<file path="src/rtl/wshb_arb_pkg.sv">
// Shared types and helpers for the two-master Wishbone arbiter.
package wshb_arb_pkg;

  localparam int unsigned NUM_MASTERS = 2;
  localparam int unsigned CTI_W       = 3;
  localparam int unsigned BTE_W       = 2;
  localparam int unsigned GNT_W       = 2;

  typedef enum logic [1:0] {
    IDLE = 2'b00,
    GNT0 = 2'b01,
    GNT1 = 2'b10
  } arb_state_t;

  // One-hot grant vector presented for a given arbiter state.
  function automatic logic [GNT_W-1:0] gnt_vec(arb_state_t s);
    logic [GNT_W-1:0] v;
    v = '0;
    case (s)
      GNT0:    v = 2'b01;
      GNT1:    v = 2'b10;
      default: v = 2'b00;
    endcase
    return v;
  endfunction

endpackage

</file>
<file path="src/rtl/wshb_arbiter.sv">
// Round-robin, non-preemptive arbiter sharing one Wishbone slave (SDRAM port)
// between the video reader (m0) and the stream/host writer (m1).
module wshb_arbiter
  import wshb_arb_pkg::*;
#(
  parameter int unsigned DATA_BYTES = 4,
  parameter int unsigned ADR_W      = 32,
  parameter int unsigned CNT_W      = 16
) (
  input  logic                    sys_clk,
  input  logic                    sys_rst,

  input  logic                    m0_cyc,
  input  logic                    m0_stb,
  input  logic                    m0_we,
  input  logic [ADR_W-1:0]        m0_adr,
  input  logic [8*DATA_BYTES-1:0] m0_dat_ms,
  input  logic [DATA_BYTES-1:0]   m0_sel,
  input  logic [CTI_W-1:0]        m0_cti,
  input  logic [BTE_W-1:0]        m0_bte,
  output logic [8*DATA_BYTES-1:0] m0_dat_sm,
  output logic                    m0_ack,
  output logic                    m0_err,
  output logic                    m0_rty,

  input  logic                    m1_cyc,
  input  logic                    m1_stb,
  input  logic                    m1_we,
  input  logic [ADR_W-1:0]        m1_adr,
  input  logic [8*DATA_BYTES-1:0] m1_dat_ms,
  input  logic [DATA_BYTES-1:0]   m1_sel,
  input  logic [CTI_W-1:0]        m1_cti,
  input  logic [BTE_W-1:0]        m1_bte,
  output logic [8*DATA_BYTES-1:0] m1_dat_sm,
  output logic                    m1_ack,
  output logic                    m1_err,
  output logic                    m1_rty,

  output logic                    s_cyc,
  output logic                    s_stb,
  output logic                    s_we,
  output logic [ADR_W-1:0]        s_adr,
  output logic [8*DATA_BYTES-1:0] s_dat_ms,
  output logic [DATA_BYTES-1:0]   s_sel,
  output logic [CTI_W-1:0]        s_cti,
  output logic [BTE_W-1:0]        s_bte,
  input  logic [8*DATA_BYTES-1:0] s_dat_sm,
  input  logic                    s_ack,
  input  logic                    s_err,
  input  logic                    s_rty,

  output logic [GNT_W-1:0]        gnt,
  output logic [CNT_W-1:0]        gnt_cnt0,
  output logic [CNT_W-1:0]        gnt_cnt1
);

  localparam logic [CNT_W-1:0] CNT_MAX = '1;

  arb_state_t state;
  arb_state_t state_next;
  logic       last_gnt;
  logic       enter0;
  logic       enter1;

  // State, round-robin history, grant vector and saturating grant counters.
  always_ff @(posedge sys_clk) begin
    if (sys_rst) begin
      state    <= IDLE;
      last_gnt <= 1'b1;
      gnt      <= '0;
      gnt_cnt0 <= '0;
      gnt_cnt1 <= '0;
    end else begin
      state <= state_next;
      gnt   <= gnt_vec(state_next);
      if (enter0) last_gnt <= 1'b0;
      if (enter1) last_gnt <= 1'b1;
      if (enter0 && (gnt_cnt0 != CNT_MAX)) gnt_cnt0 <= gnt_cnt0 + CNT_W'(1);
      if (enter1 && (gnt_cnt1 != CNT_MAX)) gnt_cnt1 <= gnt_cnt1 + CNT_W'(1);
    end
  end

  // Next state: an owner keeps the bus until it drops cyc, then hands over directly.
  always_comb begin
    state_next = state;
    enter0     = 1'b0;
    enter1     = 1'b0;
    unique case (state)
      IDLE: begin
        if (m0_cyc && m1_cyc) state_next = last_gnt ? GNT0 : GNT1;
        else if (m0_cyc)      state_next = GNT0;
        else if (m1_cyc)      state_next = GNT1;
      end
      GNT0: begin
        if (!m0_cyc) state_next = m1_cyc ? GNT1 : IDLE;
      end
      GNT1: begin
        if (!m1_cyc) state_next = m0_cyc ? GNT0 : IDLE;
      end
      default: state_next = IDLE;
    endcase
    enter0 = (state_next == GNT0) && (state != GNT0);
    enter1 = (state_next == GNT1) && (state != GNT1);
  end

  // Zero-latency request/response routing for the current owner; idle drives all zero.
  always_comb begin
    s_cyc    = 1'b0;
    s_stb    = 1'b0;
    s_we     = 1'b0;
    s_adr    = '0;
    s_dat_ms = '0;
    s_sel    = '0;
    s_cti    = '0;
    s_bte    = '0;
    m0_ack   = 1'b0;
    m0_err   = 1'b0;
    m0_rty   = 1'b0;
    m1_ack   = 1'b0;
    m1_err   = 1'b0;
    m1_rty   = 1'b0;
    unique case (state)
      GNT0: begin
        s_cyc    = m0_cyc;
        s_stb    = m0_stb;
        s_we     = m0_we;
        s_adr    = m0_adr;
        s_dat_ms = m0_dat_ms;
        s_sel    = m0_sel;
        s_cti    = m0_cti;
        s_bte    = m0_bte;
        m0_ack   = s_ack;
        m0_err   = s_err;
        m0_rty   = s_rty;
      end
      GNT1: begin
        s_cyc    = m1_cyc;
        s_stb    = m1_stb;
        s_we     = m1_we;
        s_adr    = m1_adr;
        s_dat_ms = m1_dat_ms;
        s_sel    = m1_sel;
        s_cti    = m1_cti;
        s_bte    = m1_bte;
        m1_ack   = s_ack;
        m1_err   = s_err;
        m1_rty   = s_rty;
      end
      default: ;
    endcase
  end

  // Read data is broadcast; only the handshake strobes are steered.
  assign m0_dat_sm = s_dat_sm;
  assign m1_dat_sm = s_dat_sm;

endmodule

</file>
<file path="config.mk">
export PLATFORM = sky130hd
export DESIGN_NAME = wshb_arbiter
export DESIGN_NICKNAME = d
export VERILOG_FILES = /design/src/rtl/wshb_arb_pkg.sv /design/src/rtl/wshb_arbiter.sv
export SDC_FILE = /design/constraint.sdc
export NUM_CORES = 1
export LEC_CHECK = 0
export BUFFER_PORTS_ARGS = -buffer_cell sky130_fd_sc_hd__buf_2
export CAP_MARGIN = 20
export CORE_AREA = 2 2 141 143
export CTS_CLUSTER_SIZE = 20
export DETAILED_ROUTE_END_ITERATION = 7
export DIE_AREA = 0 0 143 145
export GPL_TIMING_DRIVEN = 1
export PLACE_DENSITY = 0.51
export SLEW_MARGIN = 10
export SYNTH_ARGS = -nofsm -noshare
export SYNTH_HDL_FRONTEND = slang
export SYNTH_SLANG_ARGS = --single-unit
</file>
<file path="constraint.sdc">
create_clock -name sys_clk -period 2.4 [get_ports sys_clk]
set_input_delay 0.24 -clock sys_clk [delete_from_list [all_inputs] [get_ports sys_clk]]
set_output_delay 0.24 -clock sys_clk [all_outputs]
set_load 0.02 [all_outputs]
</file>
==> results.toml <==
[clock_tree]
cts_buffer_depth = 2
cts_setup_buffers = 0
cts_buffers = 5
cts_root_buffer = "clkbuf_16"
clk_pin_slew_ns = 0.06
htreeDepth = 2
clk_latency_ns = 0.28
cts_sinks = 37
cts_tree = "built"

[setup_path]
critPathRequiredTime_ns = 2.57
ff2ff_setup_slack_ns = 0.10
r2r-start = "state[0]$_SDFF_PP0_"
crit_path_max_fanout = 29
r2r-end = "gnt_cnt0[11]$_SDFFE_PP0P_"
slowest_delay_ns = 0.43
crit_slowest_cell = "a2111o_1"
path_cells = "buf_4 > ha_1 > or2_2 > a2111o_1 > buf_12 > nor4_2 > mux2_2"
worst_setup_path_start_kind = "register"
r2r_cells = 7
crit_type = "reg2reg"
crit_path_end_kind = "register"
arrival_ns = 2.47

[global_routing]
grtUsageTotal = 0.140
met1_usage = 0.164
grt_overflow = 0
antenna_found_initial = 2
grt-busiest-layer = "met2"
grtUsageMet3 = 0.0624
grtUsageMet2 = 0.232
grt_pass1_vias = 4122
grt_pass1_wl_mm = 22.8
grt_max_degree = 77

[pwr]
power_density_mw_per_mm2 = 539
leakage_uw = 0.00222
max-vdd-ir-drop_mv = 0.267

[synthesis]
ys_types = 40
avgSynthCellArea_um2 = 7.57
synth_ff_type = "dfxtp_1"
netlist_area_mm2 = 0.00369
yosysWarningCount = 0
synth_edf_count = 0
synth_cells = 487
ys_seq_area_frac = 0.201
synth_seq_cells = 37
async_reset_ff_frac = 0
synth_nets = 682

[layout]
seq_area_um2 = 742
antenna_cells = 0
fillers = 2196
area_growth_pct = 38.6
drive_gt1_frac = 0.471
nets = 875
final_core_util = 0.266
multi_input_area_mm2 = 0.00234

[route]
post-route-drc-count = 0
vias = 4315
via_per_inst = 4.56
wl_per_cell_um = 16.5
drtIter0Drc = 194
ant_nets = 0
wl_mm = 15.7
drtPass1Iterations = 5

[floorplanning]
die_w_um = 143
dieArea_mm2 = 0.0207
core.rowCount = 51
core-area_mm2 = 0.0192
die_height_um = 145
io_pins = 369
start_util = 0.192

[placed_design]
io_buffers = 272
place_congestion = 0.822
place_hpwl_mm = 12.5

[sta]
grt_setup_unrepaired = "no"
setup_tns_ns = 0
worstMarginPinSlew_ns = 0.742
finClkSkew_ns = 0.00263
period_share = 0.958
final_max_slew_viol_count = 0
min_period_ns = 2.30
setup_viol = 0
hold_viol = 0
maxSlewHeadroom = 0.506
max_clock_freq_mhz = 435

[run_status]
status = "finished clean"

[min_path]
worstHoldStart = "m0_cyc"
worstHoldPathCells = 4
worstHoldEndpoint = "state[0]$_SDFF_PP0_"
hp-class = "in2reg"

[flow_run]
cap_violations = 0
worst max-delay path, delay by kind of cell, from the launching register on:
family | cells | cell delay (ns)
mux | 1 | 0.37
flops | 1 | 0.32
compound gates | 1 | 0.43
simple gates | 2 | 0.54
fa+ha+maj | 1 | 0.21
buf+inv | 2 | 0.32
routing by layer:
metal / vias to the layer above / wire length (um)
li1: 2102 / -
met1: 1982 / 6190
met2: 194 / 7270
met3: 35 / 1830
met4: 2 / 352
met5: - / 13
cells in the final DEF, fill, tap and decap left out, types with 4 or more instances in the layout:
cell type,Yosys,layout
inv_1,7,5
nand2_1,16,16
a22oi_1,75,75
o31ai_1,19,19
nand4_1,9,9
clkbuf_16,0,5
and2_1,9,9
buf_12,0,4
nor3_1,6,6
nand2b_1,4,4
or3_1,4,4
a21oi_1,22,22
buf_4,65,13
nor4_2,0,4
dfxtp_1,37,36
buf_2,6,272
nor2b_1,85,85
nand3_1,10,10
nor2_1,16,16
mux2_2,8,8
or4_1,20,20
area by class of cell:
class                      count  share of cell area
sequential                    37               0.145
clock buffer                   6              0.0252
inverter                       7             0.00514
timing repair buffer         289               0.301
clock inverter                 2             0.00196
tap                          265              0.0648
multi-input combinational    340               0.457
cell usage after synthesis (all sizes together) (7+ instances only):
cell type	number	share of area
o31ai	19	0.039
and2	9	0.015
nand2	16	0.016
buf	75	0.14
a21oi	22	0.030
or4	20	0.041
nand4	9	0.015
nor2b	85	0.14
dfxtp	37	0.20
nand3	10	0.014
inv	7	0.0071
mux2	8	0.024
nor2	16	0.016
clkbuf	28	0.028
a22oi	76	0.16
timing repair:
item / CTS / global route
setup endpoints to repair: 0 / 12
gates resized for setup: 0 / 7
endpoints found under the hold margin: 0 / 0
hold buffers: 0 / 0
registers in the layout, indices dropped and copies added (netlist names):
| signal | flops |
|---|---|
| state | 2 |
| gnt_cnt0 | 16 |
| gnt_cnt1 | 16 |
| last_gnt | 1 |
| gnt | 2 |
worst max path at each step:
stage / start / endpoint / slack, ns / cells past startpoint
after floorplan: state[0]$_SDFF_PP0_ / gnt_cnt0[11]$_SDFFE_PP0P_ / 0.05 / 9
after global placement: state[0]$_SDFF_PP0_ / gnt_cnt0[6]$_SDFFE_PP0P_ / 0.09 / 8
after detailed placement: state[0]$_SDFF_PP0_ / gnt_cnt0[11]$_SDFFE_PP0P_ / 0.05 / 8
after CTS: state[0]$_SDFF_PP0_ / gnt_cnt0[11]$_SDFFE_PP0P_ / 0.03 / 8
after global routing: state[1]$_SDFF_PP0_ / gnt_cnt0[10]$_SDFFE_PP0P_ / 0.01 / 7
final: state[0]$_SDFF_PP0_ / gnt_cnt0[11]$_SDFFE_PP0P_ / 0.10 / 7
kinds of logic after synthesis:
logic type	Yosys count	share of synthesized area
AOI/OAI and AO/OA	129	0.255
adders and majority gates	6	0.0204
buffers and inverters	110	0.180
DFF	37	0.201
muxes	9	0.0271
and+or+nand+nor	196	0.316
per-stage QoR:
stage               hold slack, ns  std cells  power (uW)  setup WS, ns  instance area, um^2
CTS                          0.470        946        2800        0.0267                 5090
global placement             0.480        938        2140        0.0906                 4950
finish                       0.474        946        2760         0.101                 5110
floorplan                    0.442        487        1750        0.0523                 3690
detailed placement           0.477        938        2140        0.0453                 4950
global route                 0.480        946        2960        0.0101                 5110
report_power, final:
part | internal (uW) | total, uW | switching, uW | leakage [uW]
sequential | 645 | 676 | 30.6 | 0.000299
combinational | 602 | 1440 | 839 | 0.00185
clock | 382 | 639 | 257 | 0.0000706
No activity file was read; power rests on OpenSTA's default activity.
